[config.mk]
export PLATFORM = sky130hd
export DESIGN_NAME = shifter_right_seq
export DESIGN_NICKNAME = d
export VERILOG_FILES = /design/src/rtl/shifter_pkg.sv /design/src/rtl/shifter_right_seq_rshift_stage.sv /design/src/rtl/shifter_right_seq.sv
export SDC_FILE = /design/constraint.sdc
export NUM_CORES = 1
export LEC_CHECK = 0
export ABC_CLOCK_PERIOD_IN_PS = 6900
export CELL_PAD_IN_SITES_DETAIL_PLACEMENT = 0
export CELL_PAD_IN_SITES_GLOBAL_PLACEMENT = 1
export CORE_UTILIZATION = 42
export DETAILED_ROUTE_END_ITERATION = 8
export PLACE_DENSITY_LB_ADDON = 0.1
export SKIP_LAST_GASP = 1
export SLEW_MARGIN = 15
export SYNTH_ARGS = -nofsm -noshare
export SYNTH_HDL_FRONTEND = slang
export SYNTH_SLANG_ARGS = --single-unit
[constraint.sdc]
create_clock -name clk -period 6.9 [get_ports clk]
set_clock_uncertainty 0.15 [all_clocks]
set_input_delay 0.69 -clock clk [delete_from_list [all_inputs] [get_ports clk]]
set_output_delay 0.69 -clock clk [all_outputs]
set_load 0.02 [all_outputs]
[src/rtl/shifter_pkg.sv]
// Shared definitions for the sequential right shifter: FSM encoding, shift modes
// and default sizes.
package shifter_pkg;

    localparam int DEF_WIDTH   = 32;
    localparam int DEF_SHAMT_W = 5;

    typedef enum logic [1:0] {
        IDLE  = 2'd0,
        SHIFT = 2'd1,
        DONE  = 2'd2
    } state_t;

    localparam logic SHIFT_SRL = 1'b0;
    localparam logic SHIFT_SRA = 1'b1;

endpackage

[src/rtl/shifter_right_seq_rshift_stage.sv]
// One stage of the logarithmic right shifter, built from mux2to1 cells: a 5:1
// distance select (16/8/4/2/1) followed by a per-bit pass/shift select.
module mux2to1 #(
    parameter int W = 1
) (
    input  logic [W-1:0] a,
    input  logic [W-1:0] b,
    input  logic         sel,
    output logic [W-1:0] y
);
    assign y = sel ? b : a;
endmodule

module rshift_stage #(
    parameter int WIDTH = 32
) (
    input  logic [WIDTH-1:0] work,
    input  logic [2:0]       stage,
    input  logic             en,
    input  logic             fill,
    output logic [WIDTH-1:0] shifted
);
    logic [4:0][WIDTH-1:0] cand;
    logic [WIDTH-1:0]      m01, m23, m03, dist_sel;

    // cand[k] is work shifted right by 2^k with the requested fill bit
    for (genvar k = 0; k < 5; k++) begin : g_cand
        localparam int D = 1 << k;
        assign cand[k] = {{D{fill}}, work[WIDTH-1:D]};
    end

    mux2to1 #(.W(WIDTH)) u_m01 (.a(cand[0]), .b(cand[1]), .sel(stage[0]), .y(m01));
    mux2to1 #(.W(WIDTH)) u_m23 (.a(cand[2]), .b(cand[3]), .sel(stage[0]), .y(m23));
    mux2to1 #(.W(WIDTH)) u_m03 (.a(m01),     .b(m23),     .sel(stage[1]), .y(m03));
    mux2to1 #(.W(WIDTH)) u_m04 (.a(m03),     .b(cand[4]), .sel(stage[2]), .y(dist_sel));

    for (genvar i = 0; i < WIDTH; i++) begin : g_bit
        mux2to1 #(.W(1)) u_pass (.a(work[i]), .b(dist_sel[i]), .sel(en), .y(shifted[i]));
    end

endmodule

[src/rtl/shifter_right_seq.sv]
// Multi-cycle SRL/SRA: one logarithmic stage per clock (16,8,4,2,1) through a
// shared stage datapath, with a start/busy/done handshake.
module shifter_right_seq #(
    parameter int WIDTH   = shifter_pkg::DEF_WIDTH,
    parameter int SHAMT_W = shifter_pkg::DEF_SHAMT_W
) (
    input  logic             clk,
    input  logic             reset,
    input  logic             start,
    input  logic [WIDTH-1:0] dataA,
    input  logic [WIDTH-1:0] dataB,
    input  logic             Signal,
    output logic [WIDTH-1:0] dataOut,
    output logic             busy,
    output logic             done
);
    import shifter_pkg::*;

    localparam int STG_W = $clog2(SHAMT_W);

    state_t             state, state_nxt;
    logic [WIDTH-1:0]   work, shifted;
    logic [SHAMT_W-1:0] amt;
    logic               mode;
    logic [STG_W-1:0]   stage;
    logic               en, fill;
    logic               unused_hi;

    // Upper shift-amount bits are architecturally ignored.
    assign unused_hi = ^dataB[WIDTH-1:SHAMT_W];

    assign en   = amt[stage];
    assign fill = (mode == SHIFT_SRA) ? work[WIDTH-1] : 1'b0;

    rshift_stage #(.WIDTH(WIDTH)) u_stage (
        .work    (work),
        .stage   (stage),
        .en      (en),
        .fill    (fill),
        .shifted (shifted)
    );

    always_ff @(posedge clk or posedge reset) begin
        if (reset) state <= IDLE;
        else       state <= state_nxt;
    end

    always_comb begin
        state_nxt = state;
        case (state)
            IDLE:    if (start) state_nxt = SHIFT;
            SHIFT:   if (stage == '0) state_nxt = DONE;
            DONE:    state_nxt = IDLE;
            default: state_nxt = IDLE;
        endcase
    end

    always_comb begin
        busy = (state == SHIFT) || (state == DONE);
        done = (state == DONE);
    end

    always_ff @(posedge clk or posedge reset) begin
        if (reset) begin
            work    <= '0;
            amt     <= '0;
            mode    <= 1'b0;
            stage   <= '0;
            dataOut <= '0;
        end else begin
            case (state)
                IDLE: if (start) begin
                    work  <= dataA;
                    amt   <= dataB[SHAMT_W-1:0];
                    mode  <= Signal;
                    stage <= STG_W'(SHAMT_W - 1);
                end
                SHIFT: begin
                    work <= shifted;
                    if (stage == '0) dataOut <= shifted;
                    else             stage   <= stage - 1'b1;
                end
                default: ;
            endcase
        end
    end

endmodule

# Word level (Yosys, flattened, before mapping)
# Cells that the tools add are included.
# W data, S select, Z words.
[word_totals] reg_bits=75 latchBits=0 ramBits=0 rom_bits=0 in_bits=68 memories=0
[op_classes] add_sub_neg=1 mul=0 div=0 order_cmp=1 eq_ne=5 shifts=0 mux=47 bitwise=0 n_reduce_logical=9
[op_table] operator="$mux W31" count=3
[op_table] operator="$pmux W32 S2" count=1
[op_table] operator="$mux W1" count=34
[op_table] operator="$mux W32" count=1
[op_table] operator="$mux W28" count=1
[op_table] operator="$reduce_and A2 Y1" count=4
[op_table] operator="$mux W3" count=2
[op_table] operator="$ne A2 B2 Y1 const B" count=3
[op_table] operator="$pmux W3 S2" count=1
[op_table] operator="$lt A3 B4 Y1 const B" count=1
[op_table] operator="$mux W2" count=2
[op_table] operator="$pmux W2 S2" count=1
[op_table] operator="$bmux W1 S3" count=1
[op_table] operator="$logic_not A3 Y1" count=1
[op_table] operator="$reduce_and A3 Y1" count=1
[op_table] operator="$sub A3 B1 Y3 const B" count=1
[op_table] operator="$eq A2 B1 Y1 const B" count=1
[op_table] operator="$eq A2 B2 Y1 const B" count=1
[op_table] operator="$logic_not A2 Y1" count=1
[op_table] operator="$reduce_bool A2 Y1" count=1
[op_table] operator="$logic_or A1 B1 Y1" count=1

# Depth between registers and ports, before layout
[logic_depth] depth_word=6 ltp_mapped=10 ltp_nobuf=7

# By module
# A second synthesis with hierarchy kept.
[hier_totals] cells_unflattened=439 hier_area_um2=6194.7
[by_module_without_submodules] mod="shifter_right_seq" n_inst=1 cells_per_inst=263 area_per_inst_um2=3537.1
[by_module_without_submodules] mod="mux2to1 at u_stage.u_m01 ..." n_inst=4 cells_per_inst=36 area_per_inst_um2=544.3
[by_module_without_submodules] mod="mux2to1 at u_stage.g_bit[0].u_pass ..." n_inst=32 cells_per_inst=1 area_per_inst_um2=15.0

# Worst setup path before layout
# No wires, ideal clock.
[synth_timing] kind="reg2reg" start="register state[0]" end="register work[13]" setup_ns=0.123 t_arrival_ns=1.825 setup_slack_ns=4.802 path_stages_with_launch=10 period_less_slack_ns=2.098 cell_sequence="dfrtp_1 > inv_1 > ha_1 > clkbuf_1 > nor2b_1 > nor2_1 > o21a_1 > clkbuf_1 > nand2_1 > o221a_2"
[synth_via] elab_chain_cells=3 word_cells_on_any_way=6 cone_classes="eq/ne: 2; mux: 1; reduce/logical: 3"
[synth_lines] item="start, declared" line="shifter_right_seq.sv:21" source="state_t state, state_nxt;"
[synth_lines] item="start signal, assigned" line="shifter_right_seq.sv:45" source="else state <= state_nxt;"
[synth_lines] item="$eq A2 B1 Y1 / $logic_not A2 Y1 (equally long branches)" line="shifter_right_seq.sv:71" source="case (state)"
[synth_lines] item="$reduce_bool A2 Y1 (no source line) / $ne A2 B2 Y1 (equally long branches)"
[synth_lines] item="$reduce_and A2 Y1 (no source line)"
[synth_lines] item="end signal, assigned" line="shifter_right_seq.sv:73" source="work <= dataA;"
[synth_lines] item="end signal, assigned" line="shifter_right_seq.sv:79" source="work <= shifted;"
[synth_lines] item="end, declared" line="shifter_right_seq.sv:22" source="logic [WIDTH-1:0] work, shifted;"
# Several ways; a longest one is shown, not always the timed one.
# A chain may end at the register's enable or synchronous reset.

# Worst setup path after layout
[layout_timing] start="register stage[2]" end="register work[16]"
[layout_via] elab_chain_cells=4 word_cells_on_any_way=5 cone_classes="mux: 5"
[layout_lines] item="start, declared" line="shifter_right_seq.sv:25" source="logic [STG_W-1:0] stage;"
[layout_lines] item="start signal, assigned" line="shifter_right_seq.sv:76" source="stage <= STG_W'(SHAMT_W - 1);"
[layout_lines] item="start signal, assigned" line="shifter_right_seq.sv:81" source="else stage <= stage - 1'b1;"
[layout_lines] item="$bmux W1 S3" line="shifter_right_seq.sv:32" source="assign en = amt[stage];"
[layout_lines] item="$mux W1 (implied by the code)" line="shifter_right_seq.sv:32"
[layout_lines] item="$mux W1 *" line="shifter_right_seq_rshift_stage.sv:11" source="assign y = sel ? b : a;"
[layout_lines] item="$pmux W32 S2 *" line="shifter_right_seq.sv:71"
# Mark *: on every way between the ends. The rest lies on a longest branch, timed or not. The select of a mux whose other input is x is not followed.

==> implementation parameters <==
Parameter                              Value

Placed design
  Buffers on Ports ... 74
  Detailed Place HPWL ... 9.53 mm
  RePlAce Congestion ... 0.871
  Placed Cells incl. Taps ... 696

Timing
  Measured slew at the worst slew-check pin ... 1.17 ns
  Tcrit/Tclk final ... 0.511
  Final TNS setup ... 0 ns
  Highest clock frequency the design can meet ... 284 MHz
  Setup repair after global routing missed its margin ... no
  Crit path time final ... 3.53 ns
  Hold Vio Cnt, Final ... 0
  Max Slew Vio Count ... 0
  Remaining max-slew budget at the tightest pin ... 0.218
  Count of final setup violators ... 0

Routing
  Vias per cell ... 5.95
  Router iterations before antenna repair ... 4
  Count of vias placed by the detailed router ... 4,235
  DRC marker count from the first detailed-route iteration ... 299
  Wire length after detailed routing ... 14.0 mm
  WL/cell ... 19.7 µm
  Remaining design rule violation count ... 0
  DRT antenna net count ... 0

Global routing
  Maximum number of pins on one net before global-route repair ... 76
  Global router's overall resource usage ... 0.250
  Global-route wire length before repair ... 22.6 mm
  Remaining Overflow, GRT ... 0
  Via count of the first global-routing pass ... 4,096
  Initial antenna violation count ... 0

Clock network
  Maximum level of the CTS H-tree ... 3
  Number of clock sinks seen by CTS ... 75
  Total of hold buffers inserted after clock tree synthesis ... 0
  Clock-pin slew on the worst setup and hold paths ... 0.06 ns
  Cells resized by post-CTS repair ... 0
  Clock root buffer master ... sky130_fd_sc_hd__clkbuf_16
  Number of post-CTS setup repair buffers ... 0
  Latest clock arrival within the worst-skew pair ... 0.34 ns
  Number of CTS-inserted buffers ... 9
  TritonCTS clock tree ... done
  Bufs on Longest Clock Path ... 2

Hold path
  Hold crit path type ... reg -> reg
  Hold endpoint ... dataOut[17]
  Startpoint of the most critical hold path ... dataOut[17]
  Number of cells traversed by the worst hold path ... 2

Critical path
  Endpoint kind of the worst setup timing path ... flip-flop
  Worst EP required ... 6.98 ns
  Library cell contributing the largest single delay on the critical path ... sky130_fd_sc_hd__dfrtp_1
  Buffers & Inverters on Critical Path ... 1
  Critical Path AT ... 3.60 ns
  Crit path max fanout ... 48
  Worst Reg-to-Reg Cells ... 6
  Cells along the critical path ... nand2b_1, o22ai_4, or2_2, buf_4, nand2_1, o221a_2
  Family with the most delay on the worst path ... simple AND/OR/NAND/NOR gates
  Startpoint of the worst register-to-register path ... stage[2]
  R2R setup slack ... 3.37 ns
  Crit-path max cell delay ... 0.70 ns
  Classification of the worst setup path ... reg -> reg
  Worst reg2reg endpoint ... work[16]
  Startpoint class of the critical path ... flip-flop

Cells and area
  Fin cells ... 712
  Fraction of layout cells with a size suffix above 1 ... 0.103
  Antenna cells ... 0
  Area growth from synthesis to layout ... 20.9%
  Number of nets at the end of the flow ... 641

Logic synthesis
  Area share of the largest cell type after synthesis ... 0.391
  Flip-flop and latch count after synthesis ... 75
  Most common cell in the netlist ... sky130_fd_sc_hd__dfrtp_1
  Dominant cells by area after synthesis ... sky130_fd_sc_hd__dfrtp_1 39%, sky130_fd_sc_hd__mux2i_1 10%, sky130_fd_sc_hd__nand2_1 5.4%
  Library cell occupying the most area in the post-synthesis netlist ... sky130_fd_sc_hd__dfrtp_1
  Syn Nets ... 603
  Share of flip-flops with an asynchronous set or reset after synthesis ... 1.00
  Most instantiated cells after synthesis ... 75 x sky130_fd_sc_hd__dfrtp_1, 69 x sky130_fd_sc_hd__nand2_1, 50 x sky130_fd_sc_hd__mux2i_1
  Sequential share of the synthesized area ... 0.391
  Total number of yosys warnings ... 0
  Number of instances in the synthesized netlist ... 529
  Average instance area after synthesis ... 9.06 µm²
  Netlist cell types ... 53
  Number of flops mapped to enable cells by yosys ... 0
  Commonest register cell after synthesis ... sky130_fd_sc_hd__dfrtp_1
  Post-Syn Area ... 4790 µm²

Die
  Cell row count ... 38
  Num ports ... 102
  Effective utilization at floorplan ... 0.437
  Die footprint ... 11,800 µm²
  Height of the die ... 109 µm
  Area of the core ... 11,000 µm²
  Chip Width ... 109 µm

Flow run
  Total of max-cap violations ... 0

Pwr
  Lkg Pwr ... 2.33 nW
  Total power per unit cell area ... 579 nW/µm²
  Worst IR drop on VDD ... 0.000390 V

Status
  Status ... finished, final reports clean
[flip-flops by register name, indices dropped and copies added, names as in the netlist]
name	count
amt	5
stage	3
work	32
dataOut	32
mode	1
state	2
[metal layers]
| metal | part of all wire | global-route usage |
|---|---|---|
| met3 | 0.045 | 0.0335 |
| met1 | 0.47 | 0.346 |
| met4 | 0.020 | 0.0907 |
| met5 | 0 | 0 |
| met2 | 0.47 | 0.400 |
[layout by cell type, fill, tap and decap left out, types with 15 or more instances in the layout]
cell type | Yosys | final
sky130_fd_sc_hd__o221a_2 | 16 | 16
sky130_fd_sc_hd__nor2_1 | 21 | 21
sky130_fd_sc_hd__nand3_1 | 18 | 18
sky130_fd_sc_hd__mux2i_1 | 50 | 50
sky130_fd_sc_hd__a31oi_1 | 15 | 15
sky130_fd_sc_hd__nand2_1 | 69 | 68
sky130_fd_sc_hd__nor3_1 | 15 | 15
sky130_fd_sc_hd__clkdlybuf4s50_1 | 0 | 74
sky130_fd_sc_hd__o22ai_1 | 19 | 19
sky130_fd_sc_hd__a21oi_1 | 22 | 22
sky130_fd_sc_hd__o21ai_0 | 19 | 19
sky130_fd_sc_hd__dfrtp_1 | 75 | 74
[final cells by class]
| type | instances | area, µm² |
|---|---|---|
| clock inverter | 7 | 68.8 |
| multi-input combinational | 390 | 2620 |
| fill | 1077 | 5190 |
| timing repair buffer | 80 | 786 |
| sequential | 75 | 1880 |
| inverter | 11 | 41.3 |
| clock buffer | 9 | 225 |
| tap | 140 | 175 |
[per-stage QoR]
stage | hold slack (ns) | util | power, mW | setup WS, ns | instance area [µm²]
floorplan | 0.321 | - | 2.32 | 4.15 | 4790
global placement | 0.309 | 0.501 | 2.83 | 3.46 | 5500
detailed placement | 0.320 | 0.501 | 2.88 | 3.42 | 5500
CTS | 0.333 | 0.528 | 3.36 | 3.39 | 5800
global route | 0.349 | 0.528 | 3.60 | 3.17 | 5800
finish | 0.326 | 0.528 | 3.36 | 3.37 | 5800
[logic make-up after synthesis]
kind of cell,after synthesis,synth area share
compound gates,161,0.245
fa+ha+maj,6,0.0157
buf+inv,64,0.0624
flops,75,0.391
mux,59,0.127
simple gates,164,0.159
[worst max path at each step]
stage               cells after the start  startpoint     endpoint  slack (ns)
floorplan                               1       reset       amt[0]        4.15
global placement                        6    stage[2]     work[16]        3.46
detailed placement                      6    stage[2]     work[21]        3.42
CTS                                     6    stage[2]     work[16]        3.39
global route                            7    stage[1]  dataOut[22]        3.17
finish                                  6    stage[2]     work[16]        3.37
[worst min-delay path: stages (launching register included)]
cell and delay, ns:
sky130_fd_sc_hd__dfrtp_1 0.34, sky130_fd_sc_hd__nand2_1 0.05, sky130_fd_sc_hd__o21ai_0 0.06
[power breakdown]
group / switching (mW) / internal [mW] / total, mW
Combinational: 1.06 / 0.840 / 1.90
Clock: 0.196 / 0.279 / 0.475
Sequential: 0.332 / 0.649 / 0.981
Note: power is estimated with default switching activity, not from simulation.
